--- config.mk ---
export PLATFORM = sky130hd
export DESIGN_NAME = mtc_gnt_serializer
export DESIGN_NICKNAME = d
export VERILOG_FILES = /design/src/rtl/mtc_gnt_serializer.sv
export SDC_FILE = /design/constraint.sdc
export NUM_CORES = 1
export LEC_CHECK = 0
export CELL_PAD_IN_SITES_DETAIL_PLACEMENT = 1
export CELL_PAD_IN_SITES_GLOBAL_PLACEMENT = 1
export CORE_UTILIZATION = 30
export DETAILED_ROUTE_END_ITERATION = 10
export GPL_TIMING_DRIVEN = 0
export PLACE_DENSITY_LB_ADDON = 0.08
export SYNTH_ARGS = -nofsm -noshare
export SYNTH_HDL_FRONTEND = slang
export SYNTH_SLANG_ARGS = --single-unit
--- constraint.sdc ---
create_clock -name clk -period 3.3 [get_ports clk]
set_clock_uncertainty 0.15 [all_clocks]
set_input_delay 0.66 -clock clk [delete_from_list [all_inputs] [get_ports clk]]
set_output_delay 0.66 -clock clk [all_outputs]
set_load 0.05 [all_outputs]
--- src/rtl/mtc_gnt_serializer.sv ---
// mtc_gnt_serializer
// Takes a multi-hot grant vector from the arbiter and replays it as a stream
// of single grants, lowest bit first, one per output handshake.
//
// Handshake semantics (both sides): a transfer happens on a rising clock edge
// where valid and ready are both high. A producer holding valid high keeps
// its payload stable until that transfer. gnt_rdy_o depends combinationally
// on out_rdy_i, so a new vector can be taken on the same edge that the last
// grant of the current vector leaves, which gives back-to-back vectors with
// no idle cycle in between.
module mtc_gnt_serializer #(
    parameter  int WIDTH_N  = 8,
    parameter  int AMOUNT_M = 3,
    localparam int IDX_W    = $clog2(WIDTH_N)
) (
    input  logic               clk,
    input  logic               reset_n,
    input  logic [WIDTH_N-1:0] gnt_i,
    input  logic               gnt_vld_i,
    output logic               gnt_rdy_o,
    output logic [IDX_W-1:0]   idx_o,
    output logic [WIDTH_N-1:0] onehot_o,
    output logic               last_o,
    output logic               out_vld_o,
    input  logic               out_rdy_i,
    output logic               err_o
);

    localparam int CNT_W = $clog2(WIDTH_N + 1);

    // Grants of the current vector that have not been handed out yet.
    logic [WIDTH_N-1:0] r_pend;
    // Sticky: some accepted vector carried more grants than the arbiter may issue.
    logic               r_err;

    logic [WIDTH_N-1:0] w_onehot;
    logic [WIDTH_N-1:0] w_rest;
    logic [IDX_W-1:0]   w_idx;
    logic [CNT_W-1:0]   w_popcnt;
    logic               w_out_vld;
    logic               w_last;
    logic               w_out_hs;
    logic               w_in_rdy;
    logic               w_in_hs;
    logic               w_too_many;

    // Isolate the lowest pending grant; the remainder tells us if it is the last one.
    assign w_onehot  = r_pend & (~r_pend + WIDTH_N'(1));
    assign w_rest    = r_pend & ~w_onehot;
    assign w_out_vld = |r_pend;
    assign w_last    = w_out_vld && (w_rest == '0);
    assign w_out_hs  = w_out_vld && out_rdy_i;

    // Ready when idle, or when the final grant is leaving on this edge.
    assign w_in_rdy  = (r_pend == '0) || (w_out_hs && w_last);
    assign w_in_hs   = gnt_vld_i && w_in_rdy;

    // Binary index of the one-hot grant; zero when nothing is pending.
    always_comb begin
        w_idx = '0;
        for (int i = 0; i < WIDTH_N; i++) begin
            if (w_onehot[i]) begin
                w_idx = IDX_W'(i);
            end
        end
    end

    // Count grants in the incoming vector for the over-subscription check.
    always_comb begin
        w_popcnt = '0;
        for (int i = 0; i < WIDTH_N; i++) begin
            w_popcnt = w_popcnt + CNT_W'(gnt_i[i]);
        end
    end

    assign w_too_many = (w_popcnt > CNT_W'(AMOUNT_M));

    // Pending set: load a new vector on input handshake (wins over the final
    // clear), otherwise retire the lowest grant on output handshake.
    always_ff @(posedge clk or negedge reset_n) begin
        if (!reset_n) begin
            r_pend <= '0;
        end else if (w_in_hs) begin
            r_pend <= gnt_i;
        end else if (w_out_hs) begin
            r_pend <= w_rest;
        end
    end

    // Error flag: set on any accepted over-full vector, cleared only by reset.
    always_ff @(posedge clk or negedge reset_n) begin
        if (!reset_n) begin
            r_err <= 1'b0;
        end else if (w_in_hs && w_too_many) begin
            r_err <= 1'b1;
        end
    end

    assign gnt_rdy_o = w_in_rdy;
    assign idx_o     = w_idx;
    assign onehot_o  = w_onehot;
    assign last_o    = w_last;
    assign out_vld_o = w_out_vld;
    assign err_o     = r_err;

endmodule

Word level (Yosys, flattened, before mapping)
Cells that the tools add are included.
{"block": "totals", "ff_bits": 9, "out_inout_bits": 15}
{"block": "classes", "bitwise_logic": 4, "n_addsub": 8, "n_mux": 9, "n_lt_le_gt_ge": 1, "n_reduce_logical": 10}
{"op": "$add 4x1->4", "n": 4}
{"op": "$and 8x8->8", "n": 2}
{"op": "$logic_not 8->1", "n": 2}
{"op": "$mux 8", "n": 2}
{"op": "$not 8->8", "n": 2}
{"op": "$mux 3", "n": 4}
{"op": "$add 8x1->8 const B", "n": 1}
{"op": "$reduce_or 8->1", "n": 1}
{"op": "$logic_and 1x1->1", "n": 5}
{"op": "$add 3x1->4", "n": 1}
{"op": "$gt 4x2->1 const B", "n": 1}
{"op": "$mux 2", "n": 2}
{"op": "$add 2x1->3", "n": 1}
{"op": "$add 1x1->2", "n": 1}
{"op": "$reduce_bool 2->1", "n": 1}
{"op": "$logic_or 1x1->1", "n": 1}
{"op": "$mux 1", "n": 1}

Longest topological paths before layout
{"block": "logic_depth", "ltp_word": 11, "mapped_depth": 9, "ltp_nobuf": 9}

Worst setup path before layout
Ideal clock, no wire load.
{"block": "synth_timing", "kind": "register to output", "from": "register r_pend[1]", "to": "output port last_o", "required_ns": 2.490, "n_path_buf": 1, "path_stages_with_launch": 5, "path_slack_ns": -0.355, "arrival_time_ns": 2.845, "cell_sequence": "dfrtp_1 buf_6 or4_4 o41a_1 nor4_1"}
{"block": "synth_between", "elab_chain_cells": 7}
{"item": "from (decl)", "line": "32", "source": "logic [WIDTH_N-1:0] r_pend;"}
{"item": "from (signal assigned)", "line": "84", "source": "r_pend <= gnt_i;"}
{"item": "from (signal assigned)", "line": "86", "source": "r_pend <= w_rest;"}
{"item": "$not 8->8", "line": "48", "source": "assign w_onehot = r_pend & (~r_pend + WIDTH_N'(1));"}
{"item": "$add 8x1->8", "line": "48"}
{"item": "$and 8x8->8", "line": "48"}
{"item": "$not 8->8", "line": "49", "source": "assign w_rest = r_pend & ~w_onehot;"}
{"item": "$and 8x8->8", "line": "49"}
{"item": "$logic_not 8->1", "line": "51", "source": "assign w_last = w_out_vld && (w_rest == '0);"}
{"item": "$logic_and 1x1->1 *", "line": "51"}
{"item": "to (decl)", "line": "23", "source": "output logic last_o,"}
Every way passes the cells marked *; elsewhere a longest branch is shown, timed or not.

Worst setup path in the final report
{"block": "layout_timing", "from": "input port out_rdy_i", "to": "output port gnt_rdy_o"}
{"block": "layout_between", "elab_chain_cells": 3}
{"item": "from (decl)", "line": "25", "source": "input logic out_rdy_i,"}
{"item": "$logic_and 1x1->1", "line": "52", "source": "assign w_out_hs = w_out_vld && out_rdy_i;"}
{"item": "$logic_and 1x1->1", "line": "55", "source": "assign w_in_rdy = (r_pend == '0) || (w_out_hs && w_last);"}
{"item": "$logic_or 1x1->1", "line": "55"}
{"item": "to (decl)", "line": "20", "source": "output logic gnt_rdy_o,"}
No other way between the ends.

==> reports/metrics.cfg <==
[final_layout]
layout-area-overhead-vs-synth_pct=43.7
fin_nets=138
final_common_cell=clkdlybuf4s50_1
design_area_mm2=0.00113
diodes=0
final_cell_mix=clkdlybuf4s50_1, inv_1, dfrtp_1
drive_gt1_share_pct=14.2

[sta]
worst_pin_slew_ps=535
fin_hold_ws_ps=324
setup_violations=0
finalSetupTns_ps=0
maxSlewHeadroom_pct=64.0
drv_slew=0
hold_violations=0
max_freq_mhz=312
fin_crit_sh_pct=97.1
min_period_ps=3210
rsz0062_at_grt=no

[synthesis]
netlist_area_um2=787
synth.distinct_cells=32
yosys.area.top_type=dfrtp_1
ys_seq_elements=9
syn_nets=107
avgSynthCellArea_um2=8.74
yosysSeqAreaShare_pct=28.6
syn_inst=90
synth_area_leaders=dfrtp_1, a32o_1, fa_1
yosys_warnings=0
netlist.area_leader.share_pct=28.6

[route]
wl_met2_um=1020
num_vias=804
first_pass_iters=4
routed_wl_um=2180
postRouteAntennaNets=0
wl_met1_um=1060
wire_per_inst_um=14.5
top_layer_used=met4
drc=0
via_per_inst=5.36
met3_length_um=80
drt_iter0_markers=10

[setup_path]
cp_slowest_stage_delay_ps=630
start_kind=input pin
required_ps=2490
path_class=input pin to primary output
worst-path-buf-inv=2
cp_slowest_cell=clkdlybuf4s50_1
path_max_fanout=7
critPathArrivalTime_ps=2400
r2r_setup_slack_ps=990
crit_path_end_kind=primary output
cp_cell_sequence=clkdlybuf4s50_1 -> a21boi_0 -> o21ai_0 -> a211oi_4 -> clkdlybuf4s15_2
crit_family=buffers and inverters

[clock_network]
hold_buffers=0
numClockSinks=9
cts_buffers=3
cts_root_buf=clkbuf_4
insertion_delay_ps=260
path_clk_slew_ps=70
cts_tree=done
cts_max_path_buffers=2
cts_htree_levels=1

[global_routing]
track_usage_pct=17.7
antenna_found_initial=0
grt_overflow=0
first_global_vias=727
grt_start_max_net_pins=11
grt_pass1_wl_um=3570

[floorplanning]
die_area_mm2=0.00283
core_area_mm2=0.00248
start_util_pct=31.8
die_w_um=53.2
rows=18
ioPinCount=27
die_y_um=53.2

[placement]
place.gp.congestion=0.828
placedInstanceArea_mm2=0.00108
dp_hpwl_um=1630
port_buffers=25

[outcome]
outcome=completed

[worst_hold_path]
hold_class=flip-flop to flip-flop

[run]
drv_cap=0

[flip-flops by register name, summed over array words and instances, names as in the netlist]
register and count:
r_pend 8, err_o 1
[worst register-to-register path, stage by stage, from the launching register on]
cell,delay (ps)
dfrtp_1,390
buf_6,150
or4_4,520
o41a_1,380
a211oi_4,240
buf_4,220
a32o_1,180
[cell families after synthesis]
group           count (synthesis)  synth area share [%]
fa+ha+maj                       5                  10.8
simple gates                   33                  24.0
compound gates                 24                  25.0
buf+inv                        19                  11.6
flops                           9                  28.6
[timing repair]
action | in CTS | in global routing
endpoints found under the setup margin | 7 | 3
pin swaps | 0 | 1
gates resized for setup | 8 | 7
buffers inserted | 0 | 1
[area by class of cell]
type	count	area, µm²
timing repair buffer	26	250
fill	304	1350
tap	30	37.5
sequential	9	225
multi-input combinational	62	500
inverter	11	41.3
buffer	8	50.0
clock buffer	4	26.3
[synth_stat cells]
| library cell | count |
|---|---|
| a211oi_1 | 1 |
| a211oi_4 | 1 |
| a21boi_0 | 2 |
| a21oi_1 | 4 |
| a31o_1 | 1 |
| a32o_1 | 8 |
| and2_1 | 2 |
| and3_1 | 3 |
| buf_1 | 1 |
| buf_2 | 1 |
| buf_4 | 1 |
| buf_6 | 2 |
| clkbuf_1 | 3 |
| dfrtp_1 | 9 |
| fa_1 | 3 |
| ha_1 | 2 |
| inv_1 | 11 |
| nand2_1 | 3 |
| nand2b_1 | 2 |
| nand3_1 | 1 |
| nand3b_1 | 3 |
| nor2_1 | 6 |
| nor2b_1 | 1 |
| nor3_1 | 3 |
| nor4_1 | 5 |
| o21ai_0 | 5 |
| o311ai_0 | 1 |
| o41a_1 | 1 |
| or2_2 | 1 |
| or3_1 | 1 |
| or4_1 | 1 |
| or4_4 | 1 |
[metal layers]
layer	vias up	track usage, %
li1	391	-
met1	385	25.0
met2	26	27.5
met3	2	3.45
met4	0	3.95
met5	-	0
[path summary, 6_finish.rpt]
check / start / end / cells past startpoint
setup / recovery: out_rdy_i / gnt_rdy_o / 5
max in group asynchronous: reset_n / r_pend[7] / 1
setup reg to reg: r_pend[0] / r_pend[7] / 6
hold reg to reg: err_o / err_o / 1
hold / removal: err_o / err_o / 1
min in group asynchronous: reset_n / err_o / 1
[metrics by stage]
| stage | cells | setup WS [ps] | utilization [%] |
|---|---|---|---|
| floorplan | 90 | 231 | - |
| global placement | 145 | -618 | 43.6 |
| detailed placement | 145 | -624 | 43.6 |
| CTS | 149 | -163 | 44.8 |
| global route | 150 | 1.52 | 45.7 |
| finish | 150 | 94.8 | 45.7 |
Power is not shown: default switching activity piles up to over one toggle a cycle in this logic, so the estimate is an artifact.
